**src/rtl/axi_lite_slave_mem_if.sv**
```systemverilog
// AXI-lite bus bundle for the slave memory: AW/W/B write channels and AR/R read channels.
// The master modport is the bus initiator; the slave modport is the memory side.
interface axi_lite_slave_mem_if #(
   parameter int DATA_WD = 32,
   parameter int ADDR_WD = 12
);
   logic                   awvalid;
   logic                   awready;
   logic [ADDR_WD-1:0]     awaddr;
   logic                   wvalid;
   logic                   wready;
   logic [DATA_WD-1:0]     wdata;
   logic [DATA_WD/8-1:0]   wstrb;
   logic                   bvalid;
   logic                   bready;
   logic [1:0]             brsp;
   logic                   arvalid;
   logic                   arready;
   logic [ADDR_WD-1:0]     araddr;
   logic                   rvalid;
   logic                   rready;
   logic [DATA_WD-1:0]     rdata;
   logic [1:0]             rrsp;

   modport master (
      output awvalid, awaddr, wvalid, wdata, wstrb, bready, arvalid, araddr, rready,
      input  awready, wready, bvalid, brsp, arready, rvalid, rdata, rrsp
   );

   modport slave (
      input  awvalid, awaddr, wvalid, wdata, wstrb, bready, arvalid, araddr, rready,
      output awready, wready, bvalid, brsp, arready, rvalid, rdata, rrsp
   );
endinterface

```
**src/rtl/axi_lite_slave_mem.sv**
```systemverilog
// AXI-lite slave scratch memory: byte-strobed writes with independent AW/W holders,
// DECERR/SLVERR classification, and a single-cycle pipelined read channel.
module axi_lite_slave_mem #(
   parameter int DATA_WD  = 32,
   parameter int ADDR_WD  = 12,
   parameter int DEPTH    = 64,
   parameter int RO_WORDS = 0
) (
   input logic                 clk,
   input logic                 rst,
   axi_lite_slave_mem_if.slave bus
);
   localparam int STRB_WD    = DATA_WD / 8;
   localparam int LSB        = $clog2(STRB_WD);
   localparam int IDX_WD     = ADDR_WD - LSB;
   localparam int MEM_IDX_WD = (DEPTH > 1) ? $clog2(DEPTH) : 1;

   typedef enum logic [1:0] {
      RSP_OKAY   = 2'b00,
      RSP_SLVERR = 2'b10,
      RSP_DECERR = 2'b11
   } rsp_e;

   logic [DATA_WD-1:0] mem [DEPTH];

   logic               aw_held;
   logic [IDX_WD-1:0]  aw_idx_q;
   logic               w_held;
   logic [DATA_WD-1:0] w_data_q;
   logic [STRB_WD-1:0] w_strb_q;
   logic               bvalid_q;
   rsp_e               brsp_q;
   logic               rvalid_q;
   logic [DATA_WD-1:0] rdata_q;
   rsp_e               rrsp_q;

   logic               aw_rdy;
   logic               w_rdy;
   logic               ar_rdy;
   logic               aw_fire;
   logic               w_fire;
   logic               ar_fire;
   logic               commit;
   logic [IDX_WD-1:0]  w_idx;
   logic [DATA_WD-1:0] w_data;
   logic [STRB_WD-1:0] w_strb;
   logic [IDX_WD-1:0]  r_idx;
   logic               w_oor;
   logic               w_prot;
   logic               r_oor;
   rsp_e               w_rsp;

   // Readies come only from registered state plus the response-side ready inputs.
   assign aw_rdy  = !aw_held && (!bvalid_q || bus.bready);
   assign w_rdy   = !w_held && (!bvalid_q || bus.bready);
   assign ar_rdy  = !rvalid_q || bus.rready;

   assign aw_fire = bus.awvalid && aw_rdy;
   assign w_fire  = bus.wvalid && w_rdy;
   assign ar_fire = bus.arvalid && ar_rdy;

   assign bus.awready = aw_rdy;
   assign bus.wready  = w_rdy;
   assign bus.arready = ar_rdy;
   assign bus.bvalid  = bvalid_q;
   assign bus.brsp    = brsp_q;
   assign bus.rvalid  = rvalid_q;
   assign bus.rdata   = rdata_q;
   assign bus.rrsp    = rrsp_q;

   always_comb begin
      w_idx  = aw_held ? aw_idx_q : bus.awaddr[ADDR_WD-1:LSB];
      w_data = w_held ? w_data_q : bus.wdata;
      w_strb = w_held ? w_strb_q : bus.wstrb;
      r_idx  = bus.araddr[ADDR_WD-1:LSB];
      commit = (aw_fire || aw_held) && (w_fire || w_held);
   end

   // Range checks collapse to constants when the whole index space is backed or nothing is protected.
   if (DEPTH < (1 << IDX_WD)) begin : g_range
      assign w_oor = ({1'b0, w_idx} >= (IDX_WD+1)'(DEPTH));
      assign r_oor = ({1'b0, r_idx} >= (IDX_WD+1)'(DEPTH));
   end else begin : g_full
      assign w_oor = 1'b0;
      assign r_oor = 1'b0;
   end

   if (RO_WORDS > 0) begin : g_prot
      assign w_prot = ({1'b0, w_idx} < (IDX_WD+1)'(RO_WORDS));
   end else begin : g_noprot
      assign w_prot = 1'b0;
   end

   always_comb begin
      w_rsp = RSP_OKAY;
      if (w_oor) begin
         w_rsp = RSP_DECERR;
      end else if (w_prot) begin
         w_rsp = RSP_SLVERR;
      end
   end

   always_ff @(posedge clk) begin
      if (rst) begin
         aw_held  <= 1'b0;
         aw_idx_q <= '0;
         w_held   <= 1'b0;
         w_data_q <= '0;
         w_strb_q <= '0;
         bvalid_q <= 1'b0;
         brsp_q   <= RSP_OKAY;
      end else begin
         if (commit) begin
            aw_held <= 1'b0;
            w_held  <= 1'b0;
         end else begin
            if (aw_fire) begin
               aw_held  <= 1'b1;
               aw_idx_q <= bus.awaddr[ADDR_WD-1:LSB];
            end
            if (w_fire) begin
               w_held   <= 1'b1;
               w_data_q <= bus.wdata;
               w_strb_q <= bus.wstrb;
            end
         end
         // A new commit overrides a concurrent B handshake so bvalid never drops between them.
         if (commit) begin
            bvalid_q <= 1'b1;
            brsp_q   <= w_rsp;
         end else if (bus.bready) begin
            bvalid_q <= 1'b0;
         end
      end
   end

   always_ff @(posedge clk) begin
      if (rst) begin
         for (int i = 0; i < DEPTH; i++) begin
            mem[i] <= '0;
         end
      end else if (commit && (w_rsp == RSP_OKAY)) begin
         for (int b = 0; b < STRB_WD; b++) begin
            if (w_strb[b]) begin
               mem[w_idx[MEM_IDX_WD-1:0]][8*b +: 8] <= w_data[8*b +: 8];
            end
         end
      end
   end

   // Memory is sampled before the same-edge write lands, so a colliding read sees old data.
   always_ff @(posedge clk) begin
      if (rst) begin
         rvalid_q <= 1'b0;
         rdata_q  <= '0;
         rrsp_q   <= RSP_OKAY;
      end else if (ar_fire) begin
         rvalid_q <= 1'b1;
         if (r_oor) begin
            rdata_q <= '0;
            rrsp_q  <= RSP_DECERR;
         end else begin
            rdata_q <= mem[r_idx[MEM_IDX_WD-1:0]];
            rrsp_q  <= RSP_OKAY;
         end
      end else if (bus.rready) begin
         rvalid_q <= 1'b0;
      end
   end
endmodule

```
**src/flat_wrapper.sv**
```systemverilog
// flat-port wrapper written by rule: the top's interface ports become plain ports
module axi_lite_slave_mem_flat 
#(
   parameter int DATA_WD  = 32,
   parameter int ADDR_WD  = 12,
   parameter int DEPTH    = 64,
   parameter int RO_WORDS = 0
)
  (clk, rst, bus_awvalid, bus_awaddr, bus_wvalid, bus_wdata, bus_wstrb, bus_bready, bus_arvalid, bus_araddr, bus_rready, bus_awready, bus_wready, bus_bvalid, bus_brsp, bus_arready, bus_rvalid, bus_rdata, bus_rrsp);
  axi_lite_slave_mem_if #(.DATA_WD(DATA_WD), .ADDR_WD(ADDR_WD)) bus_i ();
  input logic clk;
  input logic rst;
  input wire logic [$bits(bus_i.awvalid)-1:0] bus_awvalid;
  input wire logic [$bits(bus_i.awaddr)-1:0] bus_awaddr;
  input wire logic [$bits(bus_i.wvalid)-1:0] bus_wvalid;
  input wire logic [$bits(bus_i.wdata)-1:0] bus_wdata;
  input wire logic [$bits(bus_i.wstrb)-1:0] bus_wstrb;
  input wire logic [$bits(bus_i.bready)-1:0] bus_bready;
  input wire logic [$bits(bus_i.arvalid)-1:0] bus_arvalid;
  input wire logic [$bits(bus_i.araddr)-1:0] bus_araddr;
  input wire logic [$bits(bus_i.rready)-1:0] bus_rready;
  output wire logic [$bits(bus_i.awready)-1:0] bus_awready;
  output wire logic [$bits(bus_i.wready)-1:0] bus_wready;
  output wire logic [$bits(bus_i.bvalid)-1:0] bus_bvalid;
  output wire logic [$bits(bus_i.brsp)-1:0] bus_brsp;
  output wire logic [$bits(bus_i.arready)-1:0] bus_arready;
  output wire logic [$bits(bus_i.rvalid)-1:0] bus_rvalid;
  output wire logic [$bits(bus_i.rdata)-1:0] bus_rdata;
  output wire logic [$bits(bus_i.rrsp)-1:0] bus_rrsp;
  assign bus_i.awvalid = bus_awvalid;
  assign bus_i.awaddr = bus_awaddr;
  assign bus_i.wvalid = bus_wvalid;
  assign bus_i.wdata = bus_wdata;
  assign bus_i.wstrb = bus_wstrb;
  assign bus_i.bready = bus_bready;
  assign bus_i.arvalid = bus_arvalid;
  assign bus_i.araddr = bus_araddr;
  assign bus_i.rready = bus_rready;
  assign bus_awready = bus_i.awready;
  assign bus_wready = bus_i.wready;
  assign bus_bvalid = bus_i.bvalid;
  assign bus_brsp = bus_i.brsp;
  assign bus_arready = bus_i.arready;
  assign bus_rvalid = bus_i.rvalid;
  assign bus_rdata = bus_i.rdata;
  assign bus_rrsp = bus_i.rrsp;
  axi_lite_slave_mem #(.DATA_WD(DATA_WD), .ADDR_WD(ADDR_WD), .DEPTH(DEPTH), .RO_WORDS(RO_WORDS)) u_core (.clk(clk), .rst(rst), .bus(bus_i));
endmodule
```
**config.mk**
```make
export PLATFORM = sky130hd
export DESIGN_NAME = axi_lite_slave_mem_flat
export DESIGN_NICKNAME = d
export VERILOG_FILES = /design/src/rtl/axi_lite_slave_mem_if.sv /design/src/rtl/axi_lite_slave_mem.sv /design/src/flat_wrapper.sv
export SDC_FILE = /design/constraint.sdc
export NUM_CORES = 2
export LEC_CHECK = 0
export CORE_ASPECT_RATIO = 1.75
export CORE_MARGIN = 2
export CORE_UTILIZATION = 40
export CTS_BUF_LIST = sky130_fd_sc_hd__clkbuf_4
export CTS_CLUSTER_DIAMETER = 80
export DETAILED_ROUTE_END_ITERATION = 10
export PLACE_DENSITY = 0.6
export SETUP_SLACK_MARGIN = 0.5
export SLEW_MARGIN = 25
export SYNTH_ARGS = -nofsm -noshare
export SYNTH_HDL_FRONTEND = slang
export SYNTH_SLANG_ARGS = --single-unit
```
**constraint.sdc**
```tcl
create_clock -name clk -period 5.81 [get_ports clk]
set_clock_uncertainty 0.1 [all_clocks]
set_input_delay 1.162 -clock clk [delete_from_list [all_inputs] [get_ports clk]]
set_output_delay 1.162 -clock clk [all_outputs]
set_load 0.02 [all_outputs]
```
==> flow_summary_export.csv <==
group,metric,value,unit
status,status,"completed",
placement,placedInstanceArea,99000,um^2
timing,rsz0062_at_grt,"no",
setup_path,rr_endpoint,"u_core.mem[8][28]",
synth,avgSynthCellArea,14.1,um^2
cells_and_area,fin_area,105000,um^2
synth,synth_edf_count,2048,
timing,max_freq,0.236,GHz
setup_path,timing.rr.start,"u_core.aw_held",
placement,gp_congestion,0.920,
synth,synth_cell_types,54,
placement,hpwlAfterDp,218000,um
clocking,cts.sinks,2132,
timing,setup_ws,1570,ps
clocking,ctsResizeCount,0,
power_and_ir_drop,ir_worst_vdd,0.183,mV
clocking,cts_made_buffers,468,
clocking,cts_tree,"built",
flow_run,maxCapViolCount,0,
synth,synthArstFlopShare,0,%
power_and_ir_drop,design_power_total,32200,uW
clocking,clk_latency,1340,ps
die,io_pins,108,
clocking,clockRootBuffer,"clkbuf_4",
cells_and_area,layout-area-overhead-vs-synth,12.4,%
clocking,cts_hold_buffers,0,
grt,grt_use_total,26.3,%
die,die_w,370,um
setup_path,start_kind,"register",
timing,tightest_slew,1220,ps
timing,setup_violations,0,
grt,overflow,0,
die,num_rows,234,
synth,syn_inst,6644,
placement,numPortBuffers,103,
synth,ys_ff_latch,2132,
clocking,postCtsSetupBuffers,0,
synth,ys_top_cells_by_area,"edfxtp_1, mux4_2, nor2_1",
power_and_ir_drop,power_density,306,nW/um^2
power_and_ir_drop,p_leak,0.0366,uW
synth,seq_area_frac_synth,67.5,%
timing,setup_tns,0,ps
grt,grt_use_met3,5.24,%
grt,antenna_found_initial,21,
timing,final_max_slew_viol_count,0,
worst_hold_path,hp-class,"in2reg",
grt,grt_max_degree,135,
setup_path,reg2reg_depth,6,
detailed_routing,vias,60600,
cells_and_area,mostFrequentLayoutCells,"nor2_1, edfxtp_1, clkbuf_4",
clocking,clk_pin_slew,90,ps
cells_and_area,fin_nets,7087,
cells_and_area,fin_util,45.2,%
worst_hold_path,min_from,"rst",
timing,period_needed,4240,ps
timing,period_share,73.0,%
detailed_routing,wl,317000,um
cells_and_area,drive_above_1_share,23.7,%
synth,yosysTopAreaCellShare,65.8,%
timing,relSlewSlack,18.5,%
cells_and_area,final_common_cell,"nor2_1",
detailed_routing,final_antenna_net_count,0,
die,die_y,644,um
clocking,cts_buffer_depth,4,
detailed_routing,avgRoutedWirePerCell,30.2,um
grt,gr-usage-met1,28.4,%
synth,yosysWarnings,0,
detailed_routing,drt_first_pass_iters,6,
timing,hold_violations,0,
worst_hold_path,hold_depth,2,
grt,busiest_layer,"met2",
setup_path,cp.arrival,2980,ps
setup_path,cp.required,4550,ps
grt,grt_pass1_vias,61500,
die,dieArea,238000,um^2
setup_path,ff2ff_setup_slack,1610,ps
die,start_util,40.2,%
detailed_routing,viasPerCell,5.79,
grt,grt_use_met2,44.3,%
placement,dp_slack,954,ps
detailed_routing,drcViolationCount,0,
synth,syn_area,93500,um^2
synth,yosys.area.top_type,"edfxtp_1",
detailed_routing,drt_iter0_markers,6600,
setup_path,worst_setup_path_end_kind,"output port",
worst_hold_path,hold_end,"u_core.bus.bvalid",
clocking,htreeDepth,5,
setup_path,crit_type,"reg2out",
synth,syn-num-nets,6711,
synth,ys.flop_type,"edfxtp_1",
die,core_area,232000,um^2
setup_path,cp_max_fo,7,
grt,grt_pass1_wl,445000,um
[sequential cells by signal, summed over array words and instances (netlist names)]
register and cells:
u_core.aw_held 1, u_core.bus.bvalid 1, u_core.bus.rvalid 1, u_core.bus.rdata 32, u_core.mem 2048, u_core.bus.rrsp 1, u_core.w_data_q 32, u_core.bus.brsp 1
u_core.w_strb_q 4, u_core.aw_idx_q 10, u_core.w_held 1
[worst max-delay path, cell delays in order, from the launching register on]
cell,delay (ps)
dfxtp_1,350
nor2b_1,370
clkinv_1,340
clkdlybuf4s50_1,640
[cell type report]
type	instances	area (um^2)
clock inverters	123	679
repair buffers	364	3290
well taps	3068	3840
clock buffers	710	5330
fillers	21100	127000
inverters	7	26.3
diodes	17	42.5
multi-input cells	4047	28700
flip-flops and latches	2132	63200
[logic make-up after synthesis]
| family | share of synthesized area, % |
|---|---|
| and+or+nand+nor | 13.4 |
| muxes | 14.2 |
| DFF | 67.5 |
| buffers and inverters | 2.42 |
| AOI/OAI and AO/OA | 2.45 |
[synth_stat cells (23+ instances only)]
cell type / instances
a211oi_1: 24
nand2b_1: 283
nand3_1: 36
nor2b_1: 34
nor3_1: 23
buf_2: 87
edfxtp_1: 2048
a22oi_1: 79
mux2i_1: 213
o22ai_1: 30
dfxtp_1: 84
nand2_1: 289
nand2_2: 130
nor2_1: 2149
a21oi_1: 95
mux4_2: 487
buf_4: 64
a31oi_1: 32
o21ai_0: 31
clkbuf_1: 274
[metrics by stage]
stage | hold WS [ps] | instances
after floorplan | 336 | 6644
after global routing | 313 | 10500
after detailed placement | 349 | 9618
after CTS | 238 | 10500
final | 311 | 10500
after global placement | 344 | 9617
[per-layer routing]
layer	vias up	part of all wire, %
met2	3375	50
met3	952	8.2
met4	12	9.7
met5	-	0.022
li1	25400	-
met1	30900	32
[worst max path at each step]
| stage | depth (start not counted) | endpoint | from |
|---|---|---|---|
| floorplan | 8 | u_core.mem[19][16] | bus_awaddr[11] |
| global placement | 7 | u_core.mem[8][31] | bus_awaddr[3] |
| detailed placement | 7 | u_core.mem[25][0] | bus_awaddr[3] |
| CTS | 3 | bus_arready | u_core.bus.rvalid |
| global route | 3 | bus_arready | u_core.bus.rvalid |
| finish | 3 | bus_arready | u_core.bus.rvalid |
[power by group]
| part | internal [uW] | total (uW) | switching [uW] |
|---|---|---|---|
| sequential | 17300 | 17500 | 175 |
| clock | 5820 | 11800 | 5990 |
| combinational | 883 | 2900 | 2020 |
| total | 24000 | 32200 | 8180 |
Note: power is estimated with default switching activity, not from simulation.
